File: config.mk
export PLATFORM = sky130hd
export DESIGN_NAME = tcam_search_engine_flat
export DESIGN_NICKNAME = d
export VERILOG_FILES = /design/src/rtl/tcam_search_engine_if.sv /design/src/rtl/tcam_search_engine.sv /design/src/flat_wrapper.sv
export SDC_FILE = /design/constraint.sdc
export NUM_CORES = 1
export LEC_CHECK = 0
export ABC_CLOCK_PERIOD_IN_PS = 2000
export BUFFER_PORTS_ARGS = -buffer_cell sky130_fd_sc_hd__buf_4
export CAP_MARGIN = 20
export CORE_UTILIZATION = 30
export DETAILED_ROUTE_END_ITERATION = 6
export PLACE_DENSITY = 0.56
export SETUP_SLACK_MARGIN = 0.02
export SYNTH_ARGS = -nofsm -noshare
export SYNTH_HDL_FRONTEND = slang
export SYNTH_SLANG_ARGS = --single-unit
File: constraint.sdc
create_clock -name clk -period 2 [get_ports clk]
set_input_delay 0 -clock clk [delete_from_list [all_inputs] [get_ports clk]]
set_output_delay 0 -clock clk [all_outputs]
set_load 0.01 [all_outputs]
File: src/rtl/tcam_search_engine_if.sv
// Table-write port plus search/result valid-ready handshake of the TCAM search engine.
// master = client driving writes and searches, slave = the engine.
interface tcam_search_engine_if #(
    parameter int WIDTH = 8,
    parameter int DEPTH = 8,
    parameter int IDX_W = $clog2(DEPTH)
);
    logic             wr_en;
    logic [IDX_W-1:0] wr_addr;
    logic [WIDTH-1:0] wr_value;
    logic [WIDTH-1:0] wr_mask;
    logic             wr_valid;
    logic             clear_all;

    logic             search_valid;
    logic [WIDTH-1:0] search_key;
    logic             search_ready;

    logic             result_valid;
    logic             result_ready;
    logic             result_hit;
    logic [IDX_W-1:0] result_index;
    logic [DEPTH-1:0] result_match;

    modport master (
        output wr_en, wr_addr, wr_value, wr_mask, wr_valid, clear_all,
        output search_valid, search_key, result_ready,
        input  search_ready, result_valid, result_hit, result_index, result_match
    );

    modport slave (
        input  wr_en, wr_addr, wr_value, wr_mask, wr_valid, clear_all,
        input  search_valid, search_key, result_ready,
        output search_ready, result_valid, result_hit, result_index, result_match
    );
endinterface

File: src/rtl/tcam_search_engine.sv
// Ternary CAM: DEPTH value/mask/valid rules searched in parallel, with the match vector and
// lowest-index hit returned through a 2-stage valid/ready pipeline.
module tcam_search_engine #(
    parameter int WIDTH = 8,
    parameter int DEPTH = 8,
    parameter int IDX_W = $clog2(DEPTH)
) (
    input  logic                 clk,
    input  logic                 rst_n,
    tcam_search_engine_if.slave  bus
);
    localparam logic [IDX_W:0] DEPTH_LIM = (IDX_W + 1)'(DEPTH);

    logic [WIDTH-1:0] value_q [DEPTH];
    logic [WIDTH-1:0] mask_q  [DEPTH];
    logic [DEPTH-1:0] valid_q;

    logic [DEPTH-1:0] match_vec;
    logic [DEPTH-1:0] s1_match;
    logic             s1_valid;
    logic             stall;
    logic             accept;
    logic             enc_hit;
    logic [IDX_W-1:0] enc_index;

    // Both stages freeze together while a produced result is not taken.
    assign stall            = bus.result_valid & ~bus.result_ready;
    assign bus.search_ready = ~stall;
    assign accept           = bus.search_valid & ~stall;

    always_comb begin
        match_vec = '0;
        for (int i = 0; i < DEPTH; i++) begin
            match_vec[i] = valid_q[i] && (((bus.search_key ^ value_q[i]) & mask_q[i]) == '0);
        end
    end

    always_comb begin
        enc_hit   = |s1_match;
        enc_index = '0;
        for (int i = DEPTH - 1; i >= 0; i--) begin
            if (s1_match[i]) begin
                enc_index = IDX_W'(i);
            end
        end
    end

    // Table writes ignore backpressure; clear_all wins over a same-edge write.
    always_ff @(posedge clk or negedge rst_n) begin
        if (!rst_n) begin
            valid_q <= '0;
            for (int i = 0; i < DEPTH; i++) begin
                value_q[i] <= '0;
                mask_q[i]  <= '0;
            end
        end else if (bus.clear_all) begin
            valid_q <= '0;
        end else if (bus.wr_en && ({1'b0, bus.wr_addr} < DEPTH_LIM)) begin
            value_q[bus.wr_addr] <= bus.wr_value;
            mask_q[bus.wr_addr]  <= bus.wr_mask;
            valid_q[bus.wr_addr] <= bus.wr_valid;
        end
    end

    // Stage 1 snapshots the match vector from the pre-edge table; stage 2 encodes it.
    always_ff @(posedge clk or negedge rst_n) begin
        if (!rst_n) begin
            s1_valid         <= 1'b0;
            s1_match         <= '0;
            bus.result_valid <= 1'b0;
            bus.result_hit   <= 1'b0;
            bus.result_index <= '0;
            bus.result_match <= '0;
        end else if (!stall) begin
            s1_valid         <= accept;
            bus.result_valid <= s1_valid;
            if (accept) begin
                s1_match <= match_vec;
            end
            if (s1_valid) begin
                bus.result_hit   <= enc_hit;
                bus.result_index <= enc_index;
                bus.result_match <= s1_match;
            end
        end
    end
endmodule

File: src/flat_wrapper.sv
// flat-port wrapper written by rule: the top's interface ports become plain ports
module tcam_search_engine_flat 
#(
    parameter int WIDTH = 8,
    parameter int DEPTH = 8,
    parameter int IDX_W = $clog2(DEPTH)
)
  (clk, rst_n, bus_wr_en, bus_wr_addr, bus_wr_value, bus_wr_mask, bus_wr_valid, bus_clear_all, bus_search_valid, bus_search_key, bus_result_ready, bus_search_ready, bus_result_valid, bus_result_hit, bus_result_index, bus_result_match);
  tcam_search_engine_if #(.WIDTH(WIDTH), .DEPTH(DEPTH), .IDX_W(IDX_W)) bus_i ();
  input  logic clk;
  input  logic rst_n;
  input wire logic [$bits(bus_i.wr_en)-1:0] bus_wr_en;
  input wire logic [$bits(bus_i.wr_addr)-1:0] bus_wr_addr;
  input wire logic [$bits(bus_i.wr_value)-1:0] bus_wr_value;
  input wire logic [$bits(bus_i.wr_mask)-1:0] bus_wr_mask;
  input wire logic [$bits(bus_i.wr_valid)-1:0] bus_wr_valid;
  input wire logic [$bits(bus_i.clear_all)-1:0] bus_clear_all;
  input wire logic [$bits(bus_i.search_valid)-1:0] bus_search_valid;
  input wire logic [$bits(bus_i.search_key)-1:0] bus_search_key;
  input wire logic [$bits(bus_i.result_ready)-1:0] bus_result_ready;
  output wire logic [$bits(bus_i.search_ready)-1:0] bus_search_ready;
  output wire logic [$bits(bus_i.result_valid)-1:0] bus_result_valid;
  output wire logic [$bits(bus_i.result_hit)-1:0] bus_result_hit;
  output wire logic [$bits(bus_i.result_index)-1:0] bus_result_index;
  output wire logic [$bits(bus_i.result_match)-1:0] bus_result_match;
  assign bus_i.wr_en = bus_wr_en;
  assign bus_i.wr_addr = bus_wr_addr;
  assign bus_i.wr_value = bus_wr_value;
  assign bus_i.wr_mask = bus_wr_mask;
  assign bus_i.wr_valid = bus_wr_valid;
  assign bus_i.clear_all = bus_clear_all;
  assign bus_i.search_valid = bus_search_valid;
  assign bus_i.search_key = bus_search_key;
  assign bus_i.result_ready = bus_result_ready;
  assign bus_search_ready = bus_i.search_ready;
  assign bus_result_valid = bus_i.result_valid;
  assign bus_result_hit = bus_i.result_hit;
  assign bus_result_index = bus_i.result_index;
  assign bus_result_match = bus_i.result_match;
  tcam_search_engine #(.WIDTH(WIDTH), .DEPTH(DEPTH), .IDX_W(IDX_W)) u_core (.clk(clk), .rst_n(rst_n), .bus(bus_i));
endmodule
==> results.yml, run 1 <==
place:
  place_congestion: 0.8075
  numPortBuffers: 47
  dp_cells: 828
  place_hpwl_um: 11150
  dp_slack_ps: 453.0
  place_area_mm2: 0.007642
clocking:
  post_cts_resized: 0
  clk_pin_slew_ps: 60
  htreeDepth: 4
  cts_tree: "yes"
  cts_num_sinks: 158
  clockBufferDepth: 2
  cts_setup_buffers: 0
  insertion_delay_ps: 430
  cts_buffers: 17
  ctsRootBufferMaster: "clkbuf_16"
final_layout:
  n_fill_cell: 2181
  stdcell_count: 885
  antenna_cells: 0
  ff_latch_area_mm2: 0.003954
  area_growth_pct: 21.68
  multiInputGateArea_mm2: 0.002880
  final_layout_size_suffix_gt1_frac: 0.3767
  final_nets: 622
  utilization: 0.3735
  fin_area_mm2: 0.008482
grt:
  grt_pass1_vias: 4642
  antenna_found_initial: 0
  grtUsageTotal: 0.1488
  grt_pass1_wl_um: 26470
  grt_max_degree: 63
  grt.overflow.total: 0
logic_synthesis:
  ys_top_cells_by_area: "dfrtp_1 57%, mux2_2 20%, xor2_1 8.0%"
  syn_area_mm2: 0.006970
  ys_seq_area_frac: 0.5672
  synth_common_cells: "158 x dfrtp_1, 123 x mux2_2, 64 x xor2_1"
  ys_seq_elements: 158
  syn_inst: 511
  ys_types: 36
  synth-edff-count: 0
  yosysWarnings: 0
  syn_avg_cell_area_um2: 13.64
  yosysMostFrequentCell: "dfrtp_1"
  async_flop_share: 1.000
  syn_nets: 545
  yosys.area.top_type: "dfrtp_1"
  netlist.area_leader.share: 0.5672
  ys.flop_type: "dfrtp_1"
routing:
  first_pass_iters: 4
  avgViaCountPerCell: 4.868
  drtIter0Drc: 232
  wl_per_cell_um: 18.71
  drc: 0
  vias: 4308
  routed_wl_um: 16560
  drtAntennaViolNets: 0
outcome:
  status: "complete, no violations"
floorplanning:
  core_area_mm2: 0.02271
  initial_core_util: 0.3069
  dieWidth_um: 154.4
  dieArea_mm2: 0.02385
  fp.dieH_um: 154.4
  io_pins: 48
  rows: 55
timing:
  relSlewSlack: 0.3905
  worst_pin_slew_ps: 914.2
  tns_ps: 0
  hold_viol_final: 0
  skew_ps: 17.05
  finalCriticalPeriod_ps: 1655
  rsz0062_at_grt: "false"
  fin_hold_ws_ps: 44.86
  worst_slack_ps: 345.4
  fmax_mhz: 604.4
  slew_violations: 0
  setup_viol: 0
  timing.final.crit_share: 0.8273
pwr:
  ir_drop_mv: 0.6114
  power_density_mw_per_mm2: 1065
  p_leak_nw: 3.899
  total_power_mw: 9.031
critical_path:
  startpoint_type: "input port"
  required_ps: 2300
  cp.arrival_ps: 1960
  crit_fanout: 16
  cp-end-kind: "flip-flop"
  critPathKind: "in2reg"
flow_run:
  max-cap-violations: 0
hold_path:
  hp-class: "in2async"
## final timing paths
check	from	cells past startpoint	slack (ps)	end
max	bus_wr_addr[2]	5	350	u_core.mask_q[9]
min	rst_n	2	40	u_core.value_q[4]
max reg2reg	u_core.value_q[31]	5	480	u_core.s1_match[4]
min reg2reg	u_core.bus.result_match[2]	2	480	u_core.bus.result_match[2]
max in group asynchronous	rst_n	3	1160	u_core.mask_q[25]
min in group clk	bus_search_valid	3	140	u_core.s1_valid
## layout by cell type, fill, tap and decap left out, drive strengths merged, types with 8 or more instances in the layout
cell | Yosys | routed
a21oi | 14 | 14
dfrtp | 158 | 158
xor2 | 64 | 64
buf | 10 | 56
nand2 | 36 | 36
a22o | 8 | 8
mux2 | 134 | 134
a221oi | 8 | 8
nand4 | 9 | 9
nor2 | 14 | 14
dlygate4sd3 | 0 | 26
a222oi | 8 | 8
clkbuf | 14 | 19
## report_power, final
part	total, mW	switching, mW	leakage, nW	internal, mW
sequential	4.22	0.385	1.98	3.84
combinational	1.59	0.689	1.64	0.900
clock	3.22	1.28	0.278	1.94
total	9.03	2.35	3.90	6.68
## critical path, cell delays in order
cell,delay (ps)
dlygate4sd3_1,540
buf_4,170
nand3_2,110
or3_1,720
mux2_2,420
## state kept, by name (all words and copies together), names as in the netlist
name	count
u_core.valid_q	8
u_core.bus.result_index	3
u_core.mask_q	64
u_core.bus.result_hit	1
u_core.bus.result_match	8
u_core.s1_valid	1
u_core.value_q	64
u_core.s1_match	8
u_core.bus.result_valid	1
## timing repair
| action | 4_1_cts | 5_1_grt |
|---|---|---|
| endpoints found under the setup margin | 0 | 0 |
| hold buffers | 26 | 0 |
| endpoints found under the hold margin | 296 | 0 |
## cell type report
class | count | area share
clock buffer | 19 | 0.05104
clock inverter | 12 | 0.01726
inverter | 4 | 0.001770
multi-input combinational | 325 | 0.3396
sequential | 158 | 0.4661
tap | 285 | 0.04204
timing repair buffer | 82 | 0.08217
## metal layers
layer | up-vias | track usage | routed length (um)
met5 | - | 0 | 0
met3 | 15 | 0.03502 | 628
li1 | 1970 | - | -
met1 | 2227 | 0.2029 | 7852
met4 | 0 | 0.05469 | 272
met2 | 96 | 0.2297 | 7801
## cells by family (layout without fill, tap and decap cells)
group	count (synthesis)	count (layout)	share of synthesized area
AO/OA/AOI/OAI	49	49	0.05170
buffers and inverters	28	117	0.01956
multiplexers	138	138	0.2276
AND/OR/NAND/NOR	74	74	0.05349
flip-flops	158	158	0.5672
XOR/XNOR	64	64	0.08042
(Power assumes the default switching activity.)
==> inputs of run 2 (changes only) <==
Settings changed: ABC_AREA set to 1, ABC_CLOCK_PERIOD_IN_PS 2000 to 1400, PLACE_DENSITY 0.56 to 0.58.
Clock period 2 ns to 1.4 ns, I/O delays scaled along.
==> run 2 against run 1 <==
Effect of this change:
- global-route usage grew 1.4 points
- flip-flop and latch count unchanged
- die area increased by 1.2%
- wire length rose by 10%
- synthesized cell count grew 70%
- combinational power grew 28%
- count of clock-buffer cells in the layout grew 3
- critical path type unchanged
- largest power group unchanged
- highest routed layer unchanged
==> results.yml, run 2 <==
critical_path:
  cp.arrival_ps: 1610
  timing.rr.end: "u_core.valid_q[5]"
  cpPeakStageDelay_ps: 590
  critPathMostFrequentCell: "dlygate4sd3_1"
  reg2reg_setup_slack_ps: 140
  crit_fanout: 7
  critPathKind: "in2reg"
  rr_worst_depth: 3
  required_ps: 1700
  slowest_stage: "dlygate4sd3_1"
  cp_top_family: "buffers and inverters"
  startpoint_type: "input port"
  cp-end-kind: "flip-flop"
  cp_num_buf_inv: 3
  r2r-start: "u_core.valid_q[5]"
  cp_cell_sequence: "dlygate4sd3_1 > buf_4 > nand2_1 > o31ai_2 > dlygate4sd3_1 > o22ai_1"
pwr:
  p_int_mw: 9.063
  p_leak_nw: 4.285
  ir_drop_mv: 0.7763
  combPwrFrac: 0.162
  p_clk_frac: 0.372
  power_density_mw_per_mm2: 1457
  p_sw_frac: 0.2831
  seq_power_share: 0.467
  p_sw_mw: 3.579
timing:
  fmax_mhz: 762.0
  slew_violations: 0
  skew_ps: 5.663
  tns_ps: 0
  worst_pin_slew_ps: 384.7
  rsz0062_at_grt: "false"
  hold_viol_final: 0
  setup_viol: 0
  finalCriticalPeriod_ps: 1312
  timing.final.crit_share: 0.9374
  relSlewSlack: 0.7435
hold_path:
  hp-class: "in2reg"
  hold_end: "u_core.mask_q[4]"
  hold_path_startpoint: "bus_wr_mask[4]"
  holdPathStages: 3
floorplanning:
  io_pins: 48
  dieArea_mm2: 0.02413
  fp.dieH_um: 155.3
  core_area_mm2: 0.02285
  initial_core_util: 0.3088
  dieWidth_um: 155.3
  rows: 55
logic_synthesis:
  ys_seq_area_frac: 0.5605
  syn_inst: 869
  syn_area_mm2: 0.007054
  ys_top_cells_by_area: "dfrtp_1 56%, nand2_1 16%, o21ai_0 10%"
  ys_types: 14
  ys_seq_elements: 158
  netlist.area_leader.share: 0.5605
  async_flop_share: 1.000
  synth_common_cells: "298 x nand2_1, 158 x dfrtp_1, 142 x o21ai_0"
  syn_avg_cell_area_um2: 8.118
  yosysMostFrequentCell: "nand2_1"
  ys.flop_type: "dfrtp_1"
  synth-edff-count: 0
  syn_nets: 903
  yosys.area.top_type: "dfrtp_1"
  yosysWarnings: 0
grt:
  antenna_found_initial: 0
  grt_pass1_wl_um: 29770
  grt.overflow.total: 0
  grtUsageTotal: 0.1632
  grt_pass1_vias: 5432
  grt_max_degree: 48
final_layout:
  mostFrequentLayoutCell: "nand2_1"
  reg_top3: "u_core.mask_q: 64 flops, u_core.value_q: 64 flops"
  utilization: 0.3798
  final_layout_size_suffix_gt1_frac: 0.1312
  area_growth_pct: 23.00
  final_nets: 974
  antenna_cells: 0
  stdcell_count: 1266
  layout_common_cells: "298 x nand2_1, 158 x dfrtp_1, 142 x o21ai_0"
  n_fill_cell: 2396
routing:
  first_pass_iters: 7
  top_layer_used: "met4"
  wl_met2_um: 8221
  wl_per_cell_um: 14.43
  drc: 0
  wl_met1_um: 9011
  vias: 5824
  drtIter0Drc: 456
  wl_met3_um: 825
  routed_wl_um: 18270
  avgViaCountPerCell: 4.600
  drtAntennaViolNets: 0
outcome:
  status: "complete, no violations"
place:
  place_hpwl_um: 12190
  numPortBuffers: 47
  place_congestion: 0.7820
  dp_cells: 1209
clocking:
  cts_num_sinks: 158
  htreeDepth: 4
  ctsRootBufferMaster: "clkbuf_16"
  insertion_delay_ps: 430
  clk_pin_slew_ps: 60
  clockBufferDepth: 2
  cts_buffers: 17
  cts_tree: "yes"
flow_run:
  max-cap-violations: 0
-- run 2: cell types whose count changed after synthesis, moves of 9 or more --
cell	before	now
nand2_1	36	298
o21ai_0	6	142
mux2_2	123	0
nand3_1	2	90
inv_1	4	74
xor2_1	64	0
or2_2	2	29
nor2_1	11	29
a21oi_1	14	0
buf_2	4	17
mux2_4	10	0
nand4_1	9	0
-- run 2: worst max path at each step --
| stage | endpoint | from | slack, ps | cells after the start |
|---|---|---|---|---|
| floorplan | u_core.bus.result_hit | u_core.bus.result_valid | 130 | 6 |
| global placement | u_core.s1_match[3] | u_core.bus.result_valid | 170 | 6 |
| detailed placement | u_core.s1_match[3] | u_core.bus.result_valid | 200 | 6 |
| CTS | u_core.valid_q[4] | bus_wr_addr[0] | 100 | 7 |
| global route | u_core.valid_q[5] | bus_wr_addr[0] | 20 | 6 |
| finish | u_core.valid_q[5] | bus_wr_addr[0] | 90 | 6 |
-- run 2: final cells by class --
cell class / instances / area, um2 / area share
clock inverter: 10 / 110.1 / 0.01269
inverter: 74 / 277.8 / 0.03201
timing repair buffer: 87 / 782.0 / 0.09012
clock buffer: 22 / 484.2 / 0.05580
multi-input combinational: 602 / 2678 / 0.3086
tap: 313 / 391.6 / 0.04513
sequential: 158 / 3954 / 0.4557
-- run 2: timing repair --
item,in CTS,in global routing
hold buffers,25,0
setup endpoints to repair,0,2
endpoints found under the hold margin,245,0
setup buffers,0,0
gates resized for setup,0,2
-- run 2: worst register-to-register path, delay by kind of cell, from the launching register on --
| family | cells | cell delay, ps |
|---|---|---|
| AOI/OAI and AO/OA | 2 | 140 |
| buffers and inverters | 1 | 590 |
| DFF | 1 | 410 |
-- run 2: power groups by stage --
| stage | Sequential [mW] | Clock (mW) | Combinational [mW] |
|---|---|---|---|
| 2_1_floorplan | 5.86 | 0 | 1.32 |
| 3_3_place_gp | 5.95 | 0 | 1.97 |
| 3_5_place_dp | 5.96 | 0 | 2.02 |
| 4_1_cts | 5.89 | 4.78 | 2.08 |
| 5_1_grt | 6.01 | 4.97 | 2.40 |
| 6_report | 5.90 | 4.70 | 2.04 |
-- run 2: per-stage QoR --
stage                     power, mW  instance area (um2)  hold slack, ps  setup slack, ps
after CTS                     12.75                 8670           9.983            98.43
after detailed placement      7.979                 7825          -63.08            200.4
after global placement        7.914                 7825          -58.83            165.7
after global routing          13.38                 8677           14.01            20.93
final                         12.64                 8677           2.735            87.67
after floorplan               7.177                 7054          -295.6            125.7
-- run 2: metal layers --
layer | vias up | GRT usage
met3 | 20 | 0.03928
met1 | 2743 | 0.2275
li1 | 2930 | -
met5 | - | 0
met4 | 0 | 0.04715
met2 | 131 | 0.2507
-- run 2: cells by family (layout without fill, tap and decap cells) --
kind of cell           count (synthesis)  count (layout)  share of synthesized area
flip-flops                           158             158                     0.5605
AO/OA/AOI/OAI                        155             155                     0.1133
AND/OR/NAND/NOR                      447             447                     0.2652
buffers and inverters                109             193                    0.06101
